$ cat config.mk
export PLATFORM = sky130hd
export DESIGN_NAME = ymz_pcm_rom_bridge
export DESIGN_NICKNAME = d
export VERILOG_FILES = /design/src/rtl/ymz_pcm_rom_bridge_pkg.sv /design/src/rtl/ymz_pcm_rom_bridge.sv
export SDC_FILE = /design/constraint.sdc
export NUM_CORES = 1
export LEC_CHECK = 0
export BUFFER_PORTS_ARGS = -buffer_cell sky130_fd_sc_hd__buf_2
export CORE_MARGIN = 2
export CORE_UTILIZATION = 56
export CTS_BUF_LIST = sky130_fd_sc_hd__clkbuf_4
export CTS_CLUSTER_SIZE = 28
export DETAILED_ROUTE_END_ITERATION = 10
export HOLD_SLACK_MARGIN = 0.02
export PLACE_DENSITY = 0.89
export SLEW_MARGIN = 20
export SYNTH_ARGS = -nofsm -noshare
export SYNTH_HDL_FRONTEND = slang
export SYNTH_SLANG_ARGS = --single-unit
$ cat constraint.sdc
create_clock -name CLK96 -period 5.8 [get_ports CLK96]
set_input_delay 0.29 -clock CLK96 [delete_from_list [all_inputs] [get_ports CLK96]]
set_output_delay 0.29 -clock CLK96 [all_outputs]
set_load 0.02 [all_outputs]
$ cat src/rtl/ymz_pcm_rom_bridge_pkg.sv
// Shared definitions for the YMZ280B to SDRAM PCM bridge: bank geometry,
// bank slot indices and the request FSM state encoding.
package ymz_pcm_rom_bridge_pkg;

  localparam int BANK_AW = 22;

  localparam logic [1:0] BANK_PCM0 = 2'd0;
  localparam logic [1:0] BANK_PCM1 = 2'd1;
  localparam logic [1:0] BANK_PCM2 = 2'd2;

  typedef enum logic [1:0] {
    IDLE,
    REQ,
    DONE,
    WAITLOW
  } state_t;

endpackage

$ cat src/rtl/ymz_pcm_rom_bridge.sv
// Turns YMZ280B byte reads into per-bank SDRAM CS/ADDR requests and returns
// one byte with a single-cycle valid; a one-entry hit buffer skips repeat reads.
module ymz_pcm_rom_bridge
  import ymz_pcm_rom_bridge_pkg::*;
#(
  parameter int NBANKS  = 3,
  parameter int TIMEOUT = 1023
) (
  input  logic               CLK96,
  input  logic               RESET96,
  input  logic               YMZ_RD,
  input  logic [23:0]        YMZ_ADDR,
  output logic [7:0]         YMZ_DOUT,
  output logic               YMZ_VALID,
  output logic               PCM_CS,
  output logic               PCM1_CS,
  output logic               PCM2_CS,
  output logic [BANK_AW-1:0] PCM_ADDR,
  output logic [BANK_AW-1:0] PCM1_ADDR,
  output logic [BANK_AW-1:0] PCM2_ADDR,
  input  logic               PCM_OK,
  input  logic               PCM1_OK,
  input  logic               PCM2_OK,
  input  logic [7:0]         PCM_DOUT,
  input  logic [7:0]         PCM1_DOUT,
  input  logic [7:0]         PCM2_DOUT
);

  state_t      state, state_nx;
  logic [23:0] a_reg;
  logic [1:0]  bank;
  logic [2:0]  cs;
  logic [9:0]  tmo;
  logic [23:0] hit_addr;
  logic [7:0]  hit_data;
  logic        hit_vld;

  logic [1:0]  rd_bank;
  logic        is_hit;
  logic        in_range;
  logic        ok_sel;
  logic [7:0]  dout_sel;
  logic        ok_take;
  logic        tmo_exp;

  assign rd_bank  = YMZ_ADDR[23:BANK_AW];
  assign is_hit   = hit_vld && (YMZ_ADDR == hit_addr);
  assign in_range = int'(rd_bank) < NBANKS;

  // SDRAM OK is stale in the first REQ cycle (tmo still 0), so it only counts afterwards.
  assign ok_take = ok_sel && (tmo != 10'd0);
  assign tmo_exp = (tmo == 10'(TIMEOUT - 1));

  always_comb begin
    ok_sel   = 1'b0;
    dout_sel = 8'd0;
    case (bank)
      BANK_PCM0: begin ok_sel = PCM_OK;  dout_sel = PCM_DOUT;  end
      BANK_PCM1: begin ok_sel = PCM1_OK; dout_sel = PCM1_DOUT; end
      BANK_PCM2: begin ok_sel = PCM2_OK; dout_sel = PCM2_DOUT; end
      default:   begin ok_sel = 1'b0;    dout_sel = 8'd0;      end
    endcase
  end

  always_comb begin
    state_nx = state;
    case (state)
      IDLE:    if (YMZ_RD) state_nx = (is_hit || !in_range) ? DONE : REQ;
      REQ: begin
        if (!YMZ_RD)                 state_nx = IDLE;
        else if (ok_take || tmo_exp) state_nx = DONE;
      end
      DONE:    state_nx = WAITLOW;
      WAITLOW: if (!YMZ_RD) state_nx = IDLE;
      default: state_nx = IDLE;
    endcase
  end

  always_ff @(posedge CLK96) begin
    if (RESET96) state <= IDLE;
    else         state <= state_nx;
  end

  // Datapath: OK is checked before the timeout so a last-cycle OK still delivers data.
  always_ff @(posedge CLK96) begin
    if (RESET96) begin
      YMZ_DOUT  <= 8'd0;
      YMZ_VALID <= 1'b0;
      a_reg     <= 24'd0;
      bank      <= 2'd0;
      cs        <= 3'd0;
      tmo       <= 10'd0;
      hit_addr  <= 24'd0;
      hit_data  <= 8'd0;
      hit_vld   <= 1'b0;
    end else begin
      YMZ_VALID <= (state == DONE);
      case (state)
        IDLE: begin
          if (YMZ_RD) begin
            a_reg <= YMZ_ADDR;
            bank  <= rd_bank;
            tmo   <= 10'd0;
            if (is_hit)         YMZ_DOUT <= hit_data;
            else if (!in_range) YMZ_DOUT <= 8'd0;
            else                cs       <= 3'b001 << rd_bank;
          end
        end
        REQ: begin
          if (!YMZ_RD) begin
            cs <= 3'd0;
          end else if (ok_take) begin
            YMZ_DOUT <= dout_sel;
            hit_addr <= a_reg;
            hit_data <= dout_sel;
            hit_vld  <= 1'b1;
            cs       <= 3'd0;
          end else if (tmo_exp) begin
            YMZ_DOUT <= 8'd0;
            hit_vld  <= 1'b0;
            cs       <= 3'd0;
          end else begin
            tmo <= tmo + 10'd1;
          end
        end
        default: ;
      endcase
    end
  end

  assign PCM_CS    = cs[0];
  assign PCM1_CS   = cs[1];
  assign PCM2_CS   = cs[2];
  assign PCM_ADDR  = a_reg[BANK_AW-1:0];
  assign PCM1_ADDR = a_reg[BANK_AW-1:0];
  assign PCM2_ADDR = a_reg[BANK_AW-1:0];

endmodule

# Word level (Yosys, flattened, before mapping)
# Cells that the tools add are included.
# totals
latchBits,0
ram_bits,0
output_inout_bits,78
ff_bits,83
romBits,0
wordCells,77
memories,0
# classes
n_lt_le_gt_ge,1
reduce_logical,17
n_bitwise,0
n_mul,0
shift,1
addsub,1
n_mux,29
div,0
eq_ne,18
# ops
cell,count
$mux W8,6
$mux W10,4
$eq A24 B24 Y1,1
$pmux W8 S3,1
$pmux W10 S2,1
$mux W3,6
$pmux W8 S2,1
$reduce_and A5 Y1,3
$ne A2 B2 Y1 const B,7
$add A10 B1 Y10 const B,1
$eq A10 B10 Y1 const B,1
$mux W2,5
$reduce_bool A10 Y1,1
$ne A3 B3 Y1 const B,3
$reduce_and A3 Y1,3
$pmux W2 S4,1
$eq A2 B2 Y1 const B,3
$pmux W3 S2,1
$eq A2 B1 Y1 const B,2
$logic_not A2 Y1,2
$ne A4 B4 Y1 const B,1
$reduce_bool A2 Y1,2
$pmux W1 S3,1
$shl A1 B2 Y3 const A,1
6 further kinds,9

# Logic depth before layout (Yosys ltp)
# Gate-level depths: netlist of the first run.
# depth
word_depth,7
mapped_depth,9
ltp_nobuf,8

# Least setup slack after synthesis of the first run
# No wires, ideal clock.
# synth_path
path_type,reg2reg
from,reg hit_addr[18]
to,reg YMZ_DOUT[0]
slack_ps,3823
setup_ps,122
stages_incl_launch_ff,8
t_arrival_ps,1855
required_ps,5678
period_less_slack_ps,1977
path_cell_list,dfxtp_1 xnor2_1 nand4_1 or4_4 buf_6 o21a_4 buf_6 o311a_1
# synth_between
elab_chain_len,5
elab_cells_between_ends,7
cone_classes,2 x eq/ne; 3 x mux; 2 x reduce/logical
# synth_rtl
item,line,text
start: declaration,ymz_pcm_rom_bridge.sv:34,logic [23:0] hit_addr;
start signal: assignment,ymz_pcm_rom_bridge.sv:114,hit_addr <= a_reg;
$eq A24 B24 Y1 *,ymz_pcm_rom_bridge.sv:47,assign is_hit = hit_vld && (YMZ_ADDR == hit_addr);
$logic_and A1 B1 Y1 *,ymz_pcm_rom_bridge.sv:47,
$mux W8,ymz_pcm_rom_bridge.sv:104,if (is_hit) YMZ_DOUT <= hit_data;
$mux W8,ymz_pcm_rom_bridge.sv:100,if (YMZ_RD) begin
$pmux W8 S2,ymz_pcm_rom_bridge.sv:98,case (state)
end signal: assignment,ymz_pcm_rom_bridge.sv:104,
end signal: assignment,ymz_pcm_rom_bridge.sv:113,YMZ_DOUT <= dout_sel;
end: declaration,ymz_pcm_rom_bridge.sv:13,"output logic [7:0] YMZ_DOUT,"
# Every way passes the cells marked *; elsewhere a longest branch is shown, timed or not. The select of a mux whose other input is x is not followed.
# A chain may end at the register's enable or synchronous reset.

==> results.cfg, run 1 <==
[global_routing]
antenna_found_initial = 0
grt_usage_pct = 23.9
grt_pass1_wl_um = 16200
grt_pass1_vias = 3487
gr-total-overflow = 0
grt_start_max_net_pins = 63

[die]
start_util_pct = 58.2
dieArea_um2 = 8340
core_area_um2 = 7330
die_w_um = 91.3
pin_count = 132
die_h_um = 91.3
rows = 31

[layout]
antenna_cells = 0
n_fill_cell = 627
final_nets = 632
drive_gt1_share_pct = 27.8
seqCellArea_um2 = 1620
multi_input_area_um2 = 2020
areaGrowthSynthToFinish_pct = 8.21
final_cells = 679

[setup_path]
reg2reg_depth = 6
worstReg2RegStart = a_reg[23]
critPathLaunchType = flip-flop
cp-end-kind = flip-flop
crit_type = reg2reg
r2r_setup_slack_ns = 2.60
worstPathArrival_ns = 3.51
critPathRequiredTime_ns = 6.11
timing.rr.end = hit_data[0]
path_max_fanout = 33

[drt]
vias = 3865
dr.first_iter.drc_count = 272
antenna_left = 0
via_per_inst = 5.69
wl_per_cell_um = 15.1
wirelength_um = 10300
drc = 0
first_pass_iters = 5

[flow_run]
drv_cap = 0

[logic_synthesis]
synthSimpleGateAreaFrac_pct = 19.9
yosys.area_share.xor_xnor_pct = 5.51
syn_nets = 582
synthMuxAreaShare_pct = 2.11
ys_seq_area_share_pct = 38.0
synth-compound-area-share_pct = 18.5
avgSynthCellArea_um2 = 8.13
yosys-top-cells-count = 118 x nand2_1, 81 x dfxtp_1, 67 x buf_4
synth-edff-count = 0
synth.most_common_cell = nand2_1
yosysWarnings = 0
synth_cells = 525
synth_seq_cells = 81
synth_adder_area_share_pct = 0.880
synth-async-reset-ratio_pct = 0
synthDistinctLibCells = 46
netlist_area_um2 = 4270
synth_ff_type = dfxtp_1
synth_top_family_by_area = simple AND/OR/NAND/NOR gates
synth_top_area_cell = dfxtp_1
synth.top_cells.by_area = dfxtp_1 38%, buf_4 12%, nand2_1 10%, a21oi_1 6.7%, xor2_1 2.7%
synth_top_cell_area_share_pct = 38.0

[cts]
cts_buffers = 9
cts_buffer_depth = 2
clk-insertion-delay-late_ns = 0.44
clockRootBuffer = clkbuf_4
holdBufCountCts = 0
cts_resized = 0
cts.sink_count = 81
post_cts_buffers = 0
clk_pin_slew_ns = 0.14
htreeDepth = 3
cts_tree = done

[sta]
period_share_pct = 55.1
skew_ns = 0.0195
rsz0062_at_grt = no
fin_tns_setup_ns = 0
worstMarginPinSlew_ns = 1.06
hold_viol = 0
holdWs_ns = 0.0938
drv_slew = 0
finalCriticalPeriod_ns = 3.20
max_freq_mhz = 313
setup_violations = 0
maxSlewHeadroom_pct = 29.1

[worst_hold_path]
hp-class = in2reg
hp-start = YMZ_ADDR[12]
holdPathEnd = a_reg[12]
min_path_cells = 3

[placed_design]
port_buffers = 131
dp_hpwl_um = 7300
gp_congestion = 0.858
post-place-cells = 663

[pwr]
ir_worst_vdd_uv = 191
p_leak_nw = 2.01
powerDensity_nw_per_um2 = 262
seqPwrFrac_pct = 49.6
p_int_w = 0.000838
switching_share_pct = 30.7
p_sw_w = 0.000371
power_w = 0.00121
power.share.combinational_pct = 18.9
p_clk_share_pct = 31.6

[run_status]
status = finished clean
==> power by group through the flow <==
stage               registers [W]  logic, W  clock network (W)
CTS                      0.000599  0.000227           0.000381
global placement         0.000610  0.000221                  0
global route             0.000604  0.000245           0.000408
detailed placement       0.000611  0.000226                  0
finish                   0.000600  0.000228           0.000382
floorplan                0.000614  0.000187                  0
==> through the flow <==
step	cell area (um2)	utilization [%]	setup WS, ns
after detailed placement	4450	60.6	2.34
after floorplan	4270	-	3.82
final	4620	63.0	2.60
after CTS	4610	62.9	2.34
after global routing	4620	63.0	2.47
after global placement	4430	60.5	2.64
==> critical path: stages (launching register included) <==
cell and delay, ns:
dfxtp_1 0.66, and2b_1 0.34, a2bb2oi_2 0.15, nor3_2 0.82
nand2_2 0.65, a32oi_1 0.37, nor2_1 0.06
==> area by class of cell <==
type                            count  share of cell area, %
Sequential cell                    81                   35.1
Timing Repair Buffer              132                   14.5
Clock buffer                       11                   1.79
Tap cell                           99                   2.68
Multi-Input combinational cell    345                   43.7
Inverter                            6                  0.488
Clock inverter                      5                   1.73
==> logic make-up after synthesis <==
| logic type | after synthesis |
|---|---|
| AND/OR/NAND/NOR | 185 |
| AO/OA/AOI/OAI | 122 |
| multiplexers | 9 |
| XOR/XNOR | 26 |
| flip-flops | 81 |
| adder cells (fa/ha/maj) | 3 |
| buffers and inverters | 99 |
==> worst max path at each step <==
stage | startpoint | endpoint | slack (ns) | cells past startpoint
after detailed placement | a_reg[23] | hit_data[0] | 2.34 | 6
after global placement | a_reg[22] | hit_data[1] | 2.64 | 6
after global routing | a_reg[23] | hit_data[4] | 2.47 | 6
final | a_reg[23] | hit_data[0] | 2.60 | 6
after floorplan | hit_addr[18] | YMZ_DOUT[0] | 3.82 | 7
after CTS | a_reg[23] | hit_data[0] | 2.34 | 6
==> layer usage <==
| metal | GRT usage, % | up-vias | wire length, um |
|---|---|---|---|
| met5 | 0 | - | 0 |
| met4 | 9.60 | 0 | 289 |
| met3 | 4.98 | 34 | 712 |
| met2 | 39.6 | 179 | 4910 |
| met1 | 30.3 | 1807 | 4370 |
| li1 | - | 1845 | - |
==> layout by cell type, fill, tap and decap left out, types with 3 or more instances in the layout <==
cell type    n
buf_2      130
nand2_1    117
dfxtp_1     81
a21oi_1     57
nor2_1      16
o21ai_0     13
xor2_1      13
xnor2_1     12
nor3_1      11
nand3_1     11
clkbuf_4    11
mux2i_1      9
a32oi_1      8
a21o_1       8
o21bai_1     8
o311a_1      8
inv_1        6
nand4_1      6
or4_1        5
o211ai_1     4
and3_1       3
o21ai_1      3
o31ai_1      3
ha_1         3
Note: power is estimated with default switching activity, not from simulation.
==> run 2, diff against run 1 <==
Settings changed: ABC_AREA set to 1, CORE_UTILIZATION 56 to 48, PLACE_DENSITY 0.89 to 0.81.
Clock period 5.8 ns to 2.8 ns, I/O delays scaled along.
==> results.cfg, run 2 <==
[sta]
hold_viol = 0
rsz0062_at_grt = no
period_share_pct = 78.3
finalCriticalPeriod_ns = 2.19
drv_slew = 0
max_freq_mhz = 456
setup_violations = 0
holdWs_ns = 0.0570
worstMarginPinSlew_ns = 0.569
fin_tns_setup_ns = 0
maxSlewHeadroom_pct = 61.9
skew_ns = 0.0167

[layout]
post-route-util_pct = 56.4
areaGrowthSynthToFinish_pct = 13.0
mostFrequentLayoutCell = buf_2
final_nets = 769
layout_common_cells = 131 x buf_2, 111 x nand2_1, 100 x nor2_1
antenna_cells = 0
drive_gt1_share_pct = 25.0
n_fill_cell = 848

[die]
dieArea_um2 = 9890
core_area_um2 = 8760
rows = 34
die_w_um = 99.4
start_util_pct = 49.9
die_h_um = 99.4
pin_count = 132

[worst_hold_path]
hp-class = in2reg
hp-start = YMZ_RD

[logic_synthesis]
netlist_area_um2 = 4370
synth_cells = 630
syn_nets = 687
synth_ff_type = dfxtp_1
synth-edff-count = 0
synth.top_cells.by_area = dfxtp_1 37%, buf_4 11%, nand2_1 9.5%, nor2_1 8.6%, a21oi_1 6.5%
yosysWarnings = 0
avgSynthCellArea_um2 = 6.94
yosys-top-cells-count = 111 x nand2_1, 100 x nor2_1, 81 x dfxtp_1
synth-async-reset-ratio_pct = 0
synth_seq_cells = 81
ys_seq_area_share_pct = 37.1
synthDistinctLibCells = 35
synth_top_cell_area_share_pct = 37.1
synth_top_area_cell = dfxtp_1
synth.most_common_cell = nand2_1

[cts]
cts_buffers = 9
cts_buffer_depth = 2
cts.sink_count = 81
clockRootBuffer = clkbuf_4
cts_tree = done
clk_pin_slew_ns = 0.13
clk-insertion-delay-late_ns = 0.44
post_cts_buffers = 0
htreeDepth = 3

[global_routing]
grt_start_max_net_pins = 47
gr-total-overflow = 0
grt_usage_pct = 20.2
antenna_found_initial = 0
grt_pass1_wl_um = 16300
grt_pass1_vias = 3715

[setup_path]
path_max_fanout = 33
cp-end-kind = flip-flop
crit_start = tmo[0]
crit_type = reg2reg
cpLargestDelayFamily = simple AND/OR/NAND/NOR gates
critPathRequiredTime_ns = 3.19
crit_path_top_delay_cell = nand2_2
crit_path_max_incr_delay_ns = 0.44
worstReg2RegStart = tmo[0]
crit_top_cell = inv_1
worstPathCellList = inv_1 > ha_1 > inv_1 > nor3_1 > nand4_1 > nand2_4 > nor2_8 > nand2_2 > buf_4 > o21ai_0 > a21oi_1
worstPathArrival_ns = 2.58
critPathBufInv = 3
critPathLaunchType = flip-flop

[drt]
first_pass_iters = 4
wl_per_cell_um = 12.3
dr.first_iter.drc_count = 151
vias = 4038
wirelength_um = 10100
via_per_inst = 4.91
drc = 0
antenna_left = 0

[placed_design]
port_buffers = 131
gp_congestion = 0.828
dp_hpwl_um = 7350

[pwr]
p_leak_nw = 2.42
powerDensity_nw_per_um2 = 582
ir_worst_vdd_uv = 367

[flow_run]
drv_cap = 0

[run_status]
status = finished clean
-- run 2: tightest hold or removal path, cell delays in order --
cell and delay [ns]:
buf_2 0.16, nand3_1 0.10, a21oi_1 0.06
-- run 2: final cells by class --
type	count	area (um2)	share of cell area, %
repair buffers	157	906	18.3
clock buffers	10	75.1	1.52
multi-input cells	396	1900	38.4
clock inverters	4	46.3	0.937
inverters	67	259	5.24
well taps	108	135	2.73
flip-flops and latches	81	1620	32.8
-- run 2: repair_timing --
item / 4_1_cts / 5_1_grt
resized for setup: 0 / 0
hold endpoints to repair: 22 / 0
hold buffers: 22 / 0
-- run 2: cells by family after synthesis --
group | Yosys count | synth area share, %
AO/OA/AOI/OAI | 133 | 16.3
XOR/XNOR | 6 | 1.20
flip-flops | 81 | 37.1
buffers and inverters | 153 | 19.5
adder cells (fa/ha/maj) | 3 | 0.858
AND/OR/NAND/NOR | 254 | 25.0
-- run 2: final timing paths --
check            endpoint  slack, ns  depth (start not counted)
min reg2reg   hit_addr[1]       0.48                          2
min           hit_addr[5]       0.06                          3
max reg2reg  hit_addr[12]       0.61                         11
max          hit_addr[12]       0.61                         11
-- run 2: layer usage --
metal	GRT usage (%)	vias to the layer above	wire length, um
li1	-	2101	-
met1	25.6	1803	4610
met2	34.3	120	4700
met3	4.15	14	626
met4	6.85	0	154
met5	0	-	0
-- run 2: where the power goes --
part	switching [W]	internal (W)
Combinational	0.000592	0.000294
Clock	0.000395	0.000269
Sequential	0.0000814	0.00124
-- run 2: metrics by stage --
| stage | std cells | total power, W | setup WS [ns] | instance area [um2] |
|---|---|---|---|---|
| 2_1_floorplan | 630 | 0.00210 | 1.16 | 4370 |
| 3_3_place_gp | 787 | 0.00219 | 0.757 | 4600 |
| 3_5_place_dp | 787 | 0.00221 | 0.628 | 4600 |
| 4_1_cts | 823 | 0.00288 | 0.613 | 4940 |
| 5_1_grt | 823 | 0.00303 | 0.390 | 4940 |
| 6_report | 823 | 0.00288 | 0.608 | 4940 |
==> run 3, diff against run 2 <==
Settings changed: CORE_UTILIZATION 48 to 54, PLACE_DENSITY 0.81 to 0.86.
Clock period 2.8 ns to 2.25 ns, I/O delays scaled along.
==> results.cfg, run 3 (synthesized netlist as in run 2, its figures left out) <==
[pwr]
powerDensity_nw_per_um2 = 785
ir_worst_vdd_uv = 422
p_leak_nw = 2.48

[die]
dieArea_um2 = 8830
die_h_um = 94.0
pin_count = 132
start_util_pct = 56.3
die_w_um = 94.0
rows = 32
core_area_um2 = 7770

[run_status]
status = finished clean

[setup_path]
r2r_setup_slack_ns = 0.37
crit_path_max_incr_delay_ns = 0.37
worstPathCellList = inv_1 > ha_1 > inv_1 > nor3_1 > nand4_1 > nand2_4 > nor2_8 > nand2_4 > buf_12 > o21ai_0 > a21oi_1
cpLargestDelayFamily = simple AND/OR/NAND/NOR gates
crit_path_top_delay_cell = dfxtp_1
path_max_fanout = 29
critPathLaunchType = flip-flop
worstPathArrival_ns = 2.22
crit_start = tmo[0]
cp-end-kind = flip-flop
critPathRequiredTime_ns = 2.58
crit_type = reg2reg
worstReg2RegStart = tmo[0]
critPathBufInv = 3

[sta]
skew_ns = 0.0177
rsz0062_at_grt = no
max_freq_mhz = 531
period_share_pct = 83.8
setup_violations = 0
drv_slew = 0
fin_tns_setup_ns = 0
worstMarginPinSlew_ns = 0.491
finalCriticalPeriod_ns = 1.88
maxSlewHeadroom_pct = 67.2
holdWs_ns = 0.0668
hold_viol = 0

[layout]
antenna_cells = 0
layout_common_cells = 131 x buf_2, 111 x nand2_1, 100 x nor2_1
mostFrequentLayoutCell = buf_2
drive_gt1_share_pct = 25.5
areaGrowthSynthToFinish_pct = 15.4
final_nets = 770

[cts]
cts_buffers = 9
cts.sink_count = 81
clockRootBuffer = clkbuf_4
htreeDepth = 3
cts_buffer_depth = 2
clk-insertion-delay-late_ns = 0.43
clk_pin_slew_ns = 0.13
cts_tree = done

[global_routing]
grt_start_max_net_pins = 40
grt_pass1_wl_um = 16700
grt_pass1_vias = 3822
antenna_found_initial = 0
gr-total-overflow = 0
grt_usage_pct = 23.4

[worst_hold_path]
hp-start = YMZ_RD
hp-class = in2reg

[drt]
wl_met3_um = 718
first_pass_iters = 4
wl_per_cell_um = 12.4
drc = 0
wirelength_um = 10200
via_per_inst = 5.05
top_layer_used = met4
antenna_left = 0
routed-wl-met2_um = 4850
met1Wirelength_um = 4430
dr.first_iter.drc_count = 237
vias = 4138

[flow_run]
drv_cap = 0

[placed_design]
dp_hpwl_um = 7410
gp_congestion = 0.870
port_buffers = 131
[run 3: changes by cell type in the layout (fill, tap and decap cells not counted)]
cell       delta
clkinv_2      -1
clkinv_1      -1
clkbuf_4      +1
bufinv_16     +3
nand2_2       -1
buf_12        +1
nand2_4       +1
[run 3: final timing paths]
path | to | cells past startpoint
worst min-delay path | hit_addr[5] | 3
worst min register to register | hit_addr[1] | 2
worst max register to register | hit_addr[10] | 11
worst max-delay path | hit_addr[10] | 11
[run 3: layout make-up]
class	instances	area, um2
clock buffers	11	82.6
clock inverters	5	128
fillers	658	2720
inverters	67	259
multi-input cells	396	1900
flip-flops and latches	81	1620
well taps	102	128
repair buffers	158	926
[run 3: power breakdown]
| group | internal, W | leakage, nW | switching, W | total, W |
|---|---|---|---|---|
| logic | 0.000368 | 1.71 | 0.000741 | 0.00111 |
| registers | 0.00155 | 0.660 | 0.0000999 | 0.00165 |
| clock network | 0.000700 | 0.107 | 0.000504 | 0.00120 |
[run 3: stage by stage]
| step | util, % | setup slack (ns) | std cells | cell area, um2 | power [W] |
|---|---|---|---|---|---|
| floorplan | - | 0.609 | 630 | 4370 | 0.00261 |
| global placement | 59.4 | 0.390 | 782 | 4610 | 0.00272 |
| detailed placement | 59.4 | 0.267 | 782 | 4610 | 0.00275 |
| CTS | 64.9 | 0.240 | 820 | 5040 | 0.00395 |
| global route | 65.0 | 0.119 | 820 | 5050 | 0.00415 |
| finish | 65.0 | 0.365 | 820 | 5050 | 0.00396 |
[run 3: worst register-to-register path: cells and delay by family (launching register included)]
family	cells	cell delay, ns
AOI/OAI and AO/OA	2	0.28
adders and majority gates	1	0.21
DFF	1	0.37
and+or+nand+nor	5	0.57
buffers and inverters	3	0.37
[run 3: timing repair]
item,4_1_cts,5_1_grt
hold buffers,22,0
gates resized for setup,0,1
hold endpoints to repair,22,0
setup buffers,0,0
setup endpoints to repair,0,4
[run 3: routing by layer]
layer	track usage, %	vias up
met4	7.37	0
met3	4.33	16
met1	29.0	1854
met2	41.0	169
li1	-	2099
met5	0	-
